==> src/rtl/l2_write_buffer_pkg.sv <==
// Shared types for the L2 posted write buffer: line/address typedefs,
// the two FSM state encodings and the fixed master byte-select.
package l2_write_buffer_pkg;

    typedef logic [127:0] lc3b_line;
    typedef logic [11:0]  lc3b_line_adr;

    typedef enum logic [1:0] {
        S_IDLE   = 2'd0,
        S_RDMISS = 2'd1,
        S_ACK    = 2'd2
    } slv_state_e;

    typedef enum logic [1:0] {
        M_IDLE  = 2'd0,
        M_DRAIN = 2'd1,
        M_READ  = 2'd2
    } mst_state_e;

    localparam logic [15:0] WB_SEL_ALL = 16'hFFFF;

endpackage

==> src/rtl/l2_write_buffer_wbuf_store.sv <==
// Entry storage for the write buffer: valid/address/data per entry, tail
// allocation, head pop, in-place coalesce and a combinational address lookup.
module wbuf_store
    import l2_write_buffer_pkg::*;
#(
    parameter int DEPTH = 2
) (
    input  logic                       clk_i,
    input  logic                       rst_i,
    input  logic                       alloc_i,
    input  logic [$clog2(DEPTH)-1:0]   tail_i,
    input  logic                       coal_i,
    input  logic                       pop_i,
    input  logic [$clog2(DEPTH)-1:0]   head_i,
    input  logic                       drain_excl_i,
    input  lc3b_line_adr               wr_adr_i,
    input  lc3b_line                   wr_dat_i,
    output lc3b_line_adr               head_adr_o,
    output lc3b_line                   head_dat_o,
    output logic                       hit_o,
    output lc3b_line                   hit_dat_o,
    output logic                       coal_ok_o
);

    localparam int PTR_W = $clog2(DEPTH);

    logic [DEPTH-1:0]  valid_q;
    lc3b_line_adr      adr_q [DEPTH];
    lc3b_line          dat_q [DEPTH];
    logic [DEPTH-1:0]  match_s;
    logic [PTR_W-1:0]  hit_idx_s;

    // Valid bits: clear on pop, set on allocation (never the same slot in one cycle).
    always_ff @(posedge clk_i or posedge rst_i) begin
        if (rst_i) begin
            valid_q <= '0;
        end else begin
            if (pop_i) begin
                valid_q[head_i] <= 1'b0;
            end
            if (alloc_i) begin
                valid_q[tail_i] <= 1'b1;
            end
        end
    end

    // Payload: new line at the tail, or overwrite the matching line when coalescing.
    always_ff @(posedge clk_i) begin
        if (alloc_i) begin
            adr_q[tail_i] <= wr_adr_i;
            dat_q[tail_i] <= wr_dat_i;
        end else if (coal_i) begin
            dat_q[hit_idx_s] <= wr_dat_i;
        end
    end

    // Address match vector and index; coalescing guarantees at most one hit.
    always_comb begin
        hit_idx_s = '0;
        for (int i = DEPTH - 1; i >= 0; i--) begin
            match_s[i] = valid_q[i] && (adr_q[i] == wr_adr_i);
            hit_idx_s  = match_s[i] ? PTR_W'(i) : hit_idx_s;
        end
    end

    assign hit_o      = |match_s;
    assign hit_dat_o  = dat_q[hit_idx_s];
    assign head_adr_o = adr_q[head_i];
    assign head_dat_o = dat_q[head_i];
    // The head line is frozen once its drain is launched, otherwise the
    // coalesced data would be silently lost when the head pops.
    assign coal_ok_o  = hit_o && !(drain_excl_i && (hit_idx_s == head_i));

endmodule

==> src/rtl/l2_write_buffer.sv <==
// Posted write (eviction) buffer between the L2 Wishbone master and pmem.
// Dirty lines are absorbed in one cycle and drained in FIFO order; reads
// hitting a buffered line are served locally, the rest pass through.
module l2_write_buffer
    import l2_write_buffer_pkg::*;
#(
    parameter int DEPTH = 2,
    parameter int CNT_W = 16
) (
    input  logic                     clk,
    input  logic                     rst,
    input  logic                     wbs_cyc_i,
    input  logic                     wbs_stb_i,
    input  logic                     wbs_we_i,
    input  logic [15:0]              wbs_sel_i,
    input  logic [11:0]              wbs_adr_i,
    input  logic [127:0]             wbs_dat_i,
    output logic [127:0]             wbs_dat_o,
    output logic                     wbs_ack_o,
    output logic                     wbs_rty_o,
    output logic [127:0]             wbm_dat_o,
    output logic                     wbm_cyc_o,
    output logic                     wbm_stb_o,
    output logic                     wbm_we_o,
    output logic [15:0]              wbm_sel_o,
    output logic [11:0]              wbm_adr_o,
    input  logic [127:0]             wbm_dat_i,
    input  logic                     wbm_ack_i,
    output logic [$clog2(DEPTH):0]   occupancy_o,
    output logic [CNT_W-1:0]         fwd_hit_cnt_o,
    output logic [CNT_W-1:0]         stall_cnt_o
);

    localparam int PTR_W = $clog2(DEPTH);
    localparam int OCC_W = $clog2(DEPTH) + 1;

    slv_state_e        slv_q, slv_d;
    mst_state_e        mst_q, mst_d;
    logic [PTR_W-1:0]  head_q, head_d, tail_q, tail_d;
    logic [OCC_W-1:0]  count_q, count_d;
    logic              ack_q, ack_d;
    lc3b_line          dat_s_q, dat_s_d;
    lc3b_line_adr      rd_adr_q, rd_adr_d;
    logic              mcyc_q, mcyc_d, mwe_q, mwe_d;
    lc3b_line_adr      madr_q, madr_d;
    lc3b_line          mdat_q, mdat_d;
    logic [CNT_W-1:0]  fwd_q, fwd_d, stall_q, stall_d;

    logic              slv_req_s, full_s, start_drain_s, drain_excl_s, pop_s;
    logic              alloc_s, coal_s, hit_s, coal_ok_s;
    lc3b_line_adr      head_adr_s;
    lc3b_line          head_dat_s, hit_dat_s;
    logic              unused_sel_s;

    assign unused_sel_s  = ^wbs_sel_i;
    assign slv_req_s     = wbs_cyc_i && wbs_stb_i;
    assign full_s        = (count_q == OCC_W'(DEPTH));
    // A pending read miss takes the bus ahead of a new drain.
    assign start_drain_s = (mst_q == M_IDLE) && (slv_q != S_RDMISS) && (count_q != '0);
    assign drain_excl_s  = (mst_q == M_DRAIN) || start_drain_s;
    assign pop_s         = (mst_q == M_DRAIN) && wbm_ack_i;

    wbuf_store #(.DEPTH(DEPTH)) u_store (
        .clk_i        (clk),
        .rst_i        (rst),
        .alloc_i      (alloc_s),
        .tail_i       (tail_q),
        .coal_i       (coal_s),
        .pop_i        (pop_s),
        .head_i       (head_q),
        .drain_excl_i (drain_excl_s),
        .wr_adr_i     (wbs_adr_i),
        .wr_dat_i     (wbs_dat_i),
        .head_adr_o   (head_adr_s),
        .head_dat_o   (head_dat_s),
        .hit_o        (hit_s),
        .hit_dat_o    (hit_dat_s),
        .coal_ok_o    (coal_ok_s)
    );

    // Slave FSM: accept writes (coalesce/allocate/stall) and serve or forward reads.
    always_comb begin
        slv_d    = slv_q;
        ack_d    = 1'b0;
        dat_s_d  = dat_s_q;
        rd_adr_d = rd_adr_q;
        alloc_s  = 1'b0;
        coal_s   = 1'b0;
        fwd_d    = fwd_q;
        stall_d  = stall_q;
        case (slv_q)
            S_IDLE: begin
                if (slv_req_s && wbs_we_i) begin
                    if (coal_ok_s) begin
                        coal_s = 1'b1;
                        slv_d  = S_ACK;
                        ack_d  = 1'b1;
                    end else if (hit_s) begin
                        slv_d = S_IDLE;  // line is draining: retry after it pops
                    end else if (!full_s) begin
                        alloc_s = 1'b1;
                        slv_d   = S_ACK;
                        ack_d   = 1'b1;
                    end else begin
                        stall_d = (stall_q == {CNT_W{1'b1}}) ? stall_q : stall_q + CNT_W'(1);
                    end
                end else if (slv_req_s) begin
                    if (hit_s) begin
                        dat_s_d = hit_dat_s;
                        fwd_d   = (fwd_q == {CNT_W{1'b1}}) ? fwd_q : fwd_q + CNT_W'(1);
                        slv_d   = S_ACK;
                        ack_d   = 1'b1;
                    end else begin
                        rd_adr_d = wbs_adr_i;
                        slv_d    = S_RDMISS;
                    end
                end else begin
                    slv_d = S_IDLE;
                end
            end
            S_RDMISS: begin
                if ((mst_q == M_READ) && wbm_ack_i) begin
                    dat_s_d = wbm_dat_i;
                    slv_d   = S_ACK;
                    ack_d   = 1'b1;
                end else begin
                    slv_d = S_RDMISS;
                end
            end
            S_ACK:   slv_d = S_IDLE;
            default: slv_d = S_IDLE;
        endcase
    end

    // Master FSM: launch reads or head drains; hold the request until pmem ACKs.
    always_comb begin
        mst_d  = mst_q;
        mcyc_d = mcyc_q;
        mwe_d  = mwe_q;
        madr_d = madr_q;
        mdat_d = mdat_q;
        case (mst_q)
            M_IDLE: begin
                if (slv_q == S_RDMISS) begin
                    mst_d  = M_READ;
                    mcyc_d = 1'b1;
                    mwe_d  = 1'b0;
                    madr_d = rd_adr_q;
                    mdat_d = '0;
                end else if (start_drain_s) begin
                    mst_d  = M_DRAIN;
                    mcyc_d = 1'b1;
                    mwe_d  = 1'b1;
                    madr_d = head_adr_s;
                    mdat_d = head_dat_s;
                end else begin
                    mst_d = M_IDLE;
                end
            end
            M_DRAIN, M_READ: begin
                if (wbm_ack_i) begin
                    mst_d  = M_IDLE;
                    mcyc_d = 1'b0;
                    mwe_d  = 1'b0;
                end else begin
                    mst_d = mst_q;
                end
            end
            default: begin
                mst_d  = M_IDLE;
                mcyc_d = 1'b0;
            end
        endcase
    end

    // FIFO bookkeeping: pointers wrap naturally because DEPTH is a power of two.
    always_comb begin
        head_d  = pop_s   ? head_q + PTR_W'(1) : head_q;
        tail_d  = alloc_s ? tail_q + PTR_W'(1) : tail_q;
        count_d = count_q + OCC_W'(alloc_s) - OCC_W'(pop_s);
    end

    // State, pointer, output and counter registers.
    always_ff @(posedge clk or posedge rst) begin
        if (rst) begin
            slv_q    <= S_IDLE;
            mst_q    <= M_IDLE;
            head_q   <= '0;
            tail_q   <= '0;
            count_q  <= '0;
            ack_q    <= 1'b0;
            dat_s_q  <= '0;
            rd_adr_q <= '0;
            mcyc_q   <= 1'b0;
            mwe_q    <= 1'b0;
            madr_q   <= '0;
            mdat_q   <= '0;
            fwd_q    <= '0;
            stall_q  <= '0;
        end else begin
            slv_q    <= slv_d;
            mst_q    <= mst_d;
            head_q   <= head_d;
            tail_q   <= tail_d;
            count_q  <= count_d;
            ack_q    <= ack_d;
            dat_s_q  <= dat_s_d;
            rd_adr_q <= rd_adr_d;
            mcyc_q   <= mcyc_d;
            mwe_q    <= mwe_d;
            madr_q   <= madr_d;
            mdat_q   <= mdat_d;
            fwd_q    <= fwd_d;
            stall_q  <= stall_d;
        end
    end

    assign wbs_ack_o     = ack_q;
    assign wbs_dat_o     = dat_s_q;
    assign wbs_rty_o     = wbs_cyc_i && wbs_stb_i && !ack_q;
    assign wbm_cyc_o     = mcyc_q;
    assign wbm_stb_o     = mcyc_q;
    assign wbm_we_o      = mwe_q;
    assign wbm_adr_o     = madr_q;
    assign wbm_dat_o     = mdat_q;
    assign wbm_sel_o     = WB_SEL_ALL;
    assign occupancy_o   = count_q;
    assign fwd_hit_cnt_o = fwd_q;
    assign stall_cnt_o   = stall_q;

endmodule

==> config.mk <==
export PLATFORM = sky130hd
export DESIGN_NAME = l2_write_buffer
export DESIGN_NICKNAME = d
export VERILOG_FILES = /design/src/rtl/l2_write_buffer_pkg.sv /design/src/rtl/l2_write_buffer_wbuf_store.sv /design/src/rtl/l2_write_buffer.sv
export SDC_FILE = /design/constraint.sdc
export NUM_CORES = 1
export LEC_CHECK = 0
export ABC_CLOCK_PERIOD_IN_PS = 15300
export CAP_MARGIN = 20
export CORE_ASPECT_RATIO = 0.75
export CORE_UTILIZATION = 50
export CTS_BUF_LIST = sky130_fd_sc_hd__clkbuf_2 sky130_fd_sc_hd__clkbuf_4 sky130_fd_sc_hd__clkbuf_8
export DETAILED_ROUTE_END_ITERATION = 16
export DONT_BUFFER_PORTS = 1
export PLACE_DENSITY = 0.73
export SLEW_MARGIN = 10
export SYNTH_ARGS = -nofsm -noshare
export SYNTH_HDL_FRONTEND = slang
export SYNTH_SLANG_ARGS = --single-unit
==> constraint.sdc <==
create_clock -name clk -period 15.3 [get_ports clk]
set_input_delay 3.06 -clock clk [delete_from_list [all_inputs] [get_ports clk]]
set_output_delay 3.06 -clock clk [all_outputs]
set_load 0.02 [all_outputs]
# [After elaboration in Yosys (flattened, before gate mapping)]
# Memories as Yosys holds them, arrays and structs flattened.
# Cells that the tools add are included.
[classes] n_addsub=6 mux=57 reduce_logical=32 eq_ne=17 magnitude_cmp=4 bitwise_logic=8
[ops] op="$mux W128" n=7
[ops] op="$pmux W128 S2" n=1
[ops] op="$reduce_or A128 Y1" n=1
[ops] op="$add A16 B1 Y16 const B" n=2
[ops] op="$eq A16 B16 Y1 const B" n=2
[ops] op="$mux W1" n=29
[ops] op="$eq A12 B12 Y1" n=2
[ops] op="$mux W12" n=2
[ops] op="$mux W2" n=11
[ops] op="$logic_and A1 B1 Y1" n=13
[ops] op="$reduce_and A5 Y1" n=2
[ops] op="$ne A2 B2 Y1 const B" n=4
[ops] op="$pmux W2 S2" n=2
[ops] op="$reduce_bool A2 Y1" n=4
[ops] op="$pmux W1 S2" n=3
[ops] op="$reduce_and A6 Y1" n=1
[ops] op="$ne A5 B4 Y1 const B" n=1
[ops] op="$not A1 Y1" n=5
[ops] op="$eq A2 B1 Y1 const B" n=2
[ops] op="$eq A2 B2 Y1 const B" n=2
[ops] op="$logic_not A2 Y1" n=2
[ops] op="$lt A1 B2 Y1 const B" n=2
[ops] op="$ne A2 B1 Y1 const B" n=2
[ops] op="$reduce_and A2 Y1" n=2
[ops] op="other kinds (15)" n=20
[totals] ff_bits=325 ram_bits=280 in_bits=290 mem_count=2 wordCells=141
[mem_list] memory="u_store.dat_q" depth=2 width=128 rd=2 rd_clocked_by_memory_dff=0 write_ports=1 line="l2_write_buffer_wbuf_store.sv:29" text="lc3b_line dat_q [DEPTH];"
[mem_list] memory="u_store.adr_q" depth=2 width=12 rd=3 rd_clocked_by_memory_dff=0 write_ports=1 line="l2_write_buffer_wbuf_store.sv:28" text="lc3b_line_adr adr_q [DEPTH];"

# [Depth between registers and ports, before layout]
# Gate-level depths: netlist of run 1.
# An unclocked memory read counts as a cell.
[depth] depth_word=17 ltp_mapped=12 depth_no_buf=11

# [Hierarchy]
# From an unflattened synthesis of run 1, not the netlist that was laid out.
[unflattened] cells_unflattened=1918 area_unflattened_um2=26012.4
[modules_own_cells] mod="l2_write_buffer" area_per_inst_um2=13469.2 seq_area_each_um2=8082.8 cells_each=1288 instances=1
[modules_own_cells] mod="wbuf_store" area_per_inst_um2=12543.3 seq_area_each_um2=8458.1 cells_each=630 instances=1

# [Worst setup path before layout of run 1]
# No wires, ideal clock.
[synth_timing] path_type="input -> register" start="input port wbs_adr_i[8]" end="memory u_store.dat_q[1][0] in the netlist's numbering, enable pin" path_slack_ns=0.641 setup_ns=0.845 arrival_ns=13.814 cell_stages=5 path_buffers=1 path_cell_list="xnor2_1 -> nand4_1 -> nor4_4 -> clkbuf_1 -> a311oi_1"
[synth_between] elab_chain_len=16 word_cells_on_any_way=26
[synth_rtl] item="from (decl)" line="l2_write_buffer.sv:16" text="input logic [11:0] wbs_adr_i,"
[synth_rtl] item="$eq A12 B12 Y1" line="l2_write_buffer_wbuf_store.sv:61" text="match_s[i] = valid_q[i] && (adr_q[i] == wr_adr_i);"
[synth_rtl] item="$logic_and A1 B1 Y1" line="l2_write_buffer_wbuf_store.sv:61"
[synth_rtl] item="$mux W1 (2 in series)" line="l2_write_buffer_wbuf_store.sv:62" text="hit_idx_s = match_s[i] ? PTR_W'(i) : hit_idx_s;"
[synth_rtl] item="$eq A1 B1 Y1" line="l2_write_buffer_wbuf_store.sv:72" text="assign coal_ok_o = hit_o && !(drain_excl_i && (hit_idx_s == head_i));"
[synth_rtl] item="$logic_and A1 B1 Y1" line="l2_write_buffer_wbuf_store.sv:72"
[synth_rtl] item="$logic_not A1 Y1" line="l2_write_buffer_wbuf_store.sv:72"
[synth_rtl] item="$logic_and A1 B1 Y1" line="l2_write_buffer_wbuf_store.sv:72"
[synth_rtl] item="$mux W1" line="l2_write_buffer.sv:94" text="if (coal_ok_s) begin"
[synth_rtl] item="$mux W1" line="l2_write_buffer.sv:93" text="if (slv_req_s && wbs_we_i) begin"
[synth_rtl] item="$mux W1" line="l2_write_buffer.sv:91" text="case (slv_q)"
[synth_rtl] item="$mux W1" line="l2_write_buffer_wbuf_store.sv:52" text="end else if (coal_i) begin"
[synth_rtl] item="$mux W1" line="l2_write_buffer_wbuf_store.sv:49" text="if (alloc_i) begin"
[synth_rtl] item="$mux W1 (implied by the code)" line="l2_write_buffer_wbuf_store.sv:53" text="dat_q[hit_idx_s] <= wr_dat_i;"
[synth_rtl] item="$reduce_or A128 Y1 (no source line)"
[synth_rtl] item="$mux W1 (no source line)"
[synth_rtl] item="to (decl)" line="l2_write_buffer_wbuf_store.sv:29"
# Several ways; a longest one is shown, not always the timed one.

# [Worst setup path in the final report of run 1]
[layout_timing] start="input port wbs_cyc_i" end="output port wbs_rty_o"
[layout_between] elab_chain_len=2
[layout_rtl] item="from (decl)" line="l2_write_buffer.sv:12" text="input logic wbs_cyc_i,"
[layout_rtl] item="$logic_and A1 B1 Y1 (2 in series)" line="l2_write_buffer.sv:220" text="assign wbs_rty_o = wbs_cyc_i && wbs_stb_i && !ack_q;"
[layout_rtl] item="to (decl)" line="l2_write_buffer.sv:20" text="output logic wbs_rty_o,"
# No other way between the ends.

==> impl_metrics.yaml, run 1 <==
setup_path:
  cp_slowest_cell: "nor2_1"
  end_kind: "primary output"
  crit_type: "in2out"
  crit_chain: "nand2_1, nor2_1"
  path_buf_inv: 0
  cp_max_fo: 3
  cp.arrival_ps: 3430
  slowest_delay_ps: 310
  cpLargestDelayFamily: "simple AND/OR/NAND/NOR gates"
  critPathLaunchType: "input pin"
  required_ps: 12240
layout:
  final_nets: 2348
  fill_cells: 4114
  multi_input_area_sq_um: 7960
  regArea_sq_um: 16500
  drive_above_1_share_pct: 10.9
  syn2layout_area_growth_pct: 9.89
synthesis:
  syn_area_sq_um: 25700
  yosysMostFrequentCell: "dfrtp_1"
  synth.distinct_cells: 49
  ys_top_cells_by_area: "edfxtp_1 (33%), dfrtp_1 (32%), mux2i_1 (5.5%)"
  yosys.area.top_type: "edfxtp_1"
  avgSynthCellArea_sq_um: 12.3
  synth-seq-area-share_pct: 64.3
  ys.flop_type: "dfrtp_1"
  syn_inst: 2097
  synth_top_cell_area_share_pct: 32.7
  yosys-top-cells-count: "dfrtp_1 (325), edfxtp_1 (280), o21ai_0 (273)"
  synth_edf_count: 280
  synth_warnings: 0
  async_flop_share_pct: 53.7
  ys_ff_latch: 605
cts:
  cts.sinks: 605
  cts.htree.levels: 3
  cts_inserted_buffers: 92
  insertion_delay_ps: 720
  cts_setup_buffers: 0
  cts_resized: 0
  hold_buffers: 0
  clock_path_buffers: 3
  cts_tree: "yes"
  cts_root_buf: "clkbuf_8"
  clk_pin_slew_worst_paths_ps: 60
global_routing:
  antenna_found_initial: 9
  grt_first_pass_wirelength_mm: 110
  overflow: 0
  grt_pass1_vias: 17400
  grt_use_total_pct: 27.7
  grt_max_degree: 171
floorplanning:
  die-area_sq_um: 52300
  die_h_microns: 198
  core_area_sq_um: 50500
  start_util_pct: 51.0
  die_w_microns: 264
  ioPinCount: 613
  rows: 71
placement:
  place_congestion: 0.887
  dp_hpwl_mm: 46.1
  post-place-ws_ps: 8450
  portBuffers: 0
timing:
  finalCritPeriodShare_pct: 42.4
  setup_viol: 0
  skew_ps: 56.5
  maxSlewHeadroom_pct: 29.7
  finalMaxSlewViolations: 0
  max_freq_ghz: 0.154
  rsz0062_at_grt: "false"
  fin_ws_ps: 8810
  worst-slew-pin-transition_ps: 1050
  hold_slack_ps: 506
  timing_hold_violations_final: 0
  finalSetupTns_ps: 0
  min_period_ps: 6490
drt:
  finalWirelength_mm: 74.7
  drc_errors: 0
  ant_nets: 0
  routedWlPerCell_microns: 26.7
  dr.pass1.iters: 5
  via_count: 17900
  first_iter_violations: 1629
  viasPerCell: 6.41
pwr:
  power_density_nw_per_um2: 211
  p_leak_nw: 11.6
  vdd_drop_max_uv: 131
  power.total_mw: 5.97
flow_run:
  maxCapViolations: 0
worst_hold_path:
  min_path_type: "reg2reg"
run_status:
  status: "completed"
-- cell families (layout without fill, tap and decap cells) --
family	Yosys count	after routing	synth area share (%)
DFF	605	605	64.3
AOI/OAI and AO/OA	561	561	14.3
and+or+nand+nor	388	388	7.70
buffers and inverters	322	340	5.25
muxes	154	154	6.06
xor gates and xnor gates	58	58	1.98
adders and majority gates	8	8	0.389
other	1	23	0.0146
-- worst paths after layout --
check | slack (ps) | end | cells after the start | from
worst max-delay path | 8810 | wbs_rty_o | 2 | wbs_cyc_i
worst min-delay path | 510 | rd_adr_q[3]$_DFFE_PP0P_ | 1 | rd_adr_q[3]$_DFFE_PP0P_
worst max register to register | 10730 | wbs_dat_o[47]$_DFFE_PP0P_ | 8 | slv_q[0]$_DFFE_PP0P_
worst min register to register | 510 | rd_adr_q[3]$_DFFE_PP0P_ | 1 | rd_adr_q[3]$_DFFE_PP0P_
max in group asynchronous | 11520 | head_q$_DFFE_PP0P_ | 2 | rst
min in group asynchronous | 2300 | wbs_dat_o[47]$_DFFE_PP0P_ | 1 | rst
-- layout by cell type, fill, tap and decap left out, drive strengths merged, types with 2 or more instances in the layout --
master     n
a211oi   128
a21oi     14
a311oi     3
and2       3
and3     133
and4       3
buf       28
bufinv     6
clkbuf   153
clkinv    10
conb      16
dfrtp    325
diode      7
edfxtp   280
ha         8
inv      143
mux2      14
mux2i    140
nand2    167
nand2b     5
nand3     13
nand4     16
nor2      24
nor2b      4
nor3       9
nor4       6
o2111ai    2
o21ai    273
o31ai      4
o32ai    128
or3        2
xnor2     49
xor2       9
-- per-layer routing --
layer | global-route usage [%] | up-vias | routed length, microns
met5 | 0 | - | 13
met4 | 10.8 | 2 | 2710
met3 | 9.22 | 208 | 7330
met2 | 43.4 | 954 | 35400
met1 | 35.6 | 9117 | 29300
li1 | - | 7617 | -
-- state kept, by name, summed over array words and instances, names as in the netlist --
name / cells
u_store.dat_q: 256
wbm_dat_o: 128
wbs_dat_o: 128
u_store.adr_q: 24
fwd_hit_cnt_o: 16
stall_cnt_o: 16
rd_adr_q: 12
wbm_adr_o: 12
mst_q: 2
occupancy_o: 2
slv_q: 2
u_store.valid_q: 2
head_q: 1
tail_q: 1
wbm_cyc_o: 1
wbm_we_o: 1
wbs_ack_o: 1
-- where the power goes --
group | switching [mW] | internal (mW) | leakage (nW) | total, mW
Clock | 0.664 | 0.866 | 1.15 | 1.53
Sequential | 0.817 | 2.13 | 6.59 | 2.95
Combinational | 1.02 | 0.461 | 3.88 | 1.49
-- stage by stage --
stage	cells	utilization (%)	instance area, sq um
3_5_place_dp	2611	51.6	26100
5_1_grt	2792	56.0	28200
6_report	2794	56.0	28300
2_1_floorplan	2112	-	25800
4_1_cts	2785	55.9	28200
3_3_place_gp	2610	51.6	26000
-- area by class of cell --
| type | instances | share of cell area, % |
|---|---|---|
| antenna | 7 | 0.0620 |
| clock buffer | 153 | 6.46 |
| clock inverter | 21 | 1.15 |
| inverter | 138 | 1.86 |
| multi-input combinational | 1185 | 28.2 |
| sequential | 605 | 58.6 |
| tap | 657 | 2.91 |
| timing repair buffer | 28 | 0.850 |
Power figures use the tool's default switching activity.
==> inputs of run 2 (changes only) <==
ABC_CLOCK_PERIOD_IN_PS = 6100   (was 15300)
clock period = 6.1 ns   (was 15.3 ns; I/O delays follow)
==> impl_metrics.yaml, run 2 (synthesis results as in run 1) <==
cts:
  hold_buffers: 0
  clk_pin_slew_worst_paths_ps: 70
  cts.htree.levels: 3
  insertion_delay_ps: 710
  cts.sinks: 605
  cts_tree: "yes"
  cts_setup_buffers: 0
  clock_path_buffers: 3
  cts_inserted_buffers: 94
  cts_resized: 0
  cts_root_buf: "clkbuf_8"
timing:
  worst-slew-pin-transition_ps: 1080
  fin_ws_ps: 2410
  min_period_ps: 3690
  timing_hold_violations_final: 0
  finalSetupTns_ps: 0
  rsz0062_at_grt: "false"
  maxSlewHeadroom_pct: 28.1
  hold_slack_ps: 307
  skew_ps: 52.8
  finalMaxSlewViolations: 0
  setup_viol: 0
  max_freq_ghz: 0.271
  finalCritPeriodShare_pct: 60.5
setup_path:
  crit_type: "in2reg"
  critPathLaunchType: "input pin"
  slowest_delay_ps: 860
  timing.reg2reg.worst_path_depth: 7
  cp_max_fo: 69
  required_ps: 6650
  r2r_slack_ps: 2490
  cp_slowest_cell: "or4_4"
  cp-startpoint: "wbs_adr_i[11]"
  end_kind: "flop"
  cp.arrival_ps: 4240
  r2r_start: "u_store.adr_q[0][11]$_DFFE_PP_"
  crit_chain: "xnor2_1, nand4_1, or4_4, buf_4, and3_1, a211oi_1, o32ai_1"
  path_buf_inv: 1
  regToRegEndpoint: "wbs_dat_o[127]$_DFFE_PP0P_"
  cpLargestDelayFamily: "simple AND/OR/NAND/NOR gates"
pwr:
  pwr-share-clk_pct: 25.7
  power_density_nw_per_um2: 529
  p_sw_mw: 6.28
  combPwrFrac_pct: 24.5
  p_int_mw: 8.69
  p_leak_nw: 11.6
  seqPwrFrac_pct: 49.8
  swShare_pct: 41.9
  power.total_mw: 15.0
  vdd_drop_max_uv: 418
layout:
  drive_above_1_share_pct: 10.9
  top_register: "u_store.dat_q"
  final_cell_area_sq_um: 28300
  syn2layout_area_growth_pct: 10.1
  final_cell_mix: "dfrtp_1 (324), edfxtp_1 (280), o21ai_0 (273)"
  final_nets: 2350
  mostFrequentLayoutCell: "dfrtp_1"
  fill_cells: 4102
  utilization_pct: 56.1
  largest_reg_flops: 256
  finalNonFillerCells: 2800
drt:
  ant_nets: 0
  via_count: 17800
  dr.pass1.iters: 6
  finalWirelength_mm: 75.2
  routedWlPerCell_microns: 26.9
  first_iter_violations: 1262
  viasPerCell: 6.37
  drc_errors: 0
global_routing:
  grt_first_pass_wirelength_mm: 111
  grt_use_total_pct: 27.8
  antenna_found_initial: 13
  grt_max_degree: 137
  overflow: 0
  grt_pass1_vias: 17700
floorplanning:
  start_util_pct: 51.0
  die_h_microns: 198
  rows: 71
  die-area_sq_um: 52300
  core_area_sq_um: 50500
  die_w_microns: 264
  ioPinCount: 613
flow_run:
  maxCapViolations: 0
placement:
  portBuffers: 0
  place_congestion: 0.857
  dp_hpwl_mm: 45.8
  placed_cells: 2612
  dpl_cell_area_sq_um: 26100
  post-place-ws_ps: 1680
run_status:
  status: "completed"
worst_hold_path:
  min_path_type: "in2async"
## run 2: cell count changes in the layout (fill, tap and decap cells not counted), sizes merged
cell      delta
inv          -1
diode        +5
clkinv       -4
bufinv       -1
clkbuf       +4
clkinvlp     +3
## run 2: how the worst max path moves through the flow
stage / depth (start not counted) / slack [ps] / end
after global placement: 7 / 1750 / wbs_dat_o[14]$_DFFE_PP0P_
after detailed placement: 7 / 1680 / wbs_dat_o[26]$_DFFE_PP0P_
after floorplan: 6 / 0.2 / u_store.dat_q[1][0]$_DFFE_PP_
after global routing: 7 / 2310 / wbs_dat_o[100]$_DFFE_PP0P_
after CTS: 7 / 2440 / wbs_dat_o[2]$_DFFE_PP0P_
final: 7 / 2410 / wbs_dat_o[127]$_DFFE_PP0P_
## run 2: worst register-to-register path, cell delays in order (launching register included)
cell	delay, ps
edfxtp_1	400
xnor2_1	250
nand4_1	200
or4_4	860
buf_4	630
and3_1	370
a211oi_1	600
o32ai_1	170
## run 2: layer usage
| layer | up-vias | wire [microns] | global-route usage, % |
|---|---|---|---|
| met5 | - | 69 | 0 |
| met4 | 10 | 3250 | 12.7 |
| met3 | 215 | 6870 | 9.15 |
| met2 | 909 | 35900 | 44.2 |
| met1 | 9071 | 29200 | 34.9 |
| li1 | 7626 | - | - |
## run 2: power by group through the flow
stage	clock [mW]	sequential, mW	combinational [mW]
detailed placement	0	7.49	3.67
global route	4.06	7.52	4.05
CTS	3.91	7.43	3.66
floorplan	0	6.98	2.75
global placement	0	7.47	3.51
finish	3.85	7.45	3.67
## run 2: area by class of cell
class                           count  area [sq um]  share of cell area [%]
Multi-Input combinational cell   1185          7970                    28.1
Antenna cell                       12          30.0                   0.106
Timing Repair Buffer               28           260                   0.920
Clock inverter                     18           263                   0.929
Clock buffer                      157          1890                    6.69
Sequential cell                   605         16500                    58.5
Tap cell                          657           822                    2.90
Inverter                          138           522                    1.84
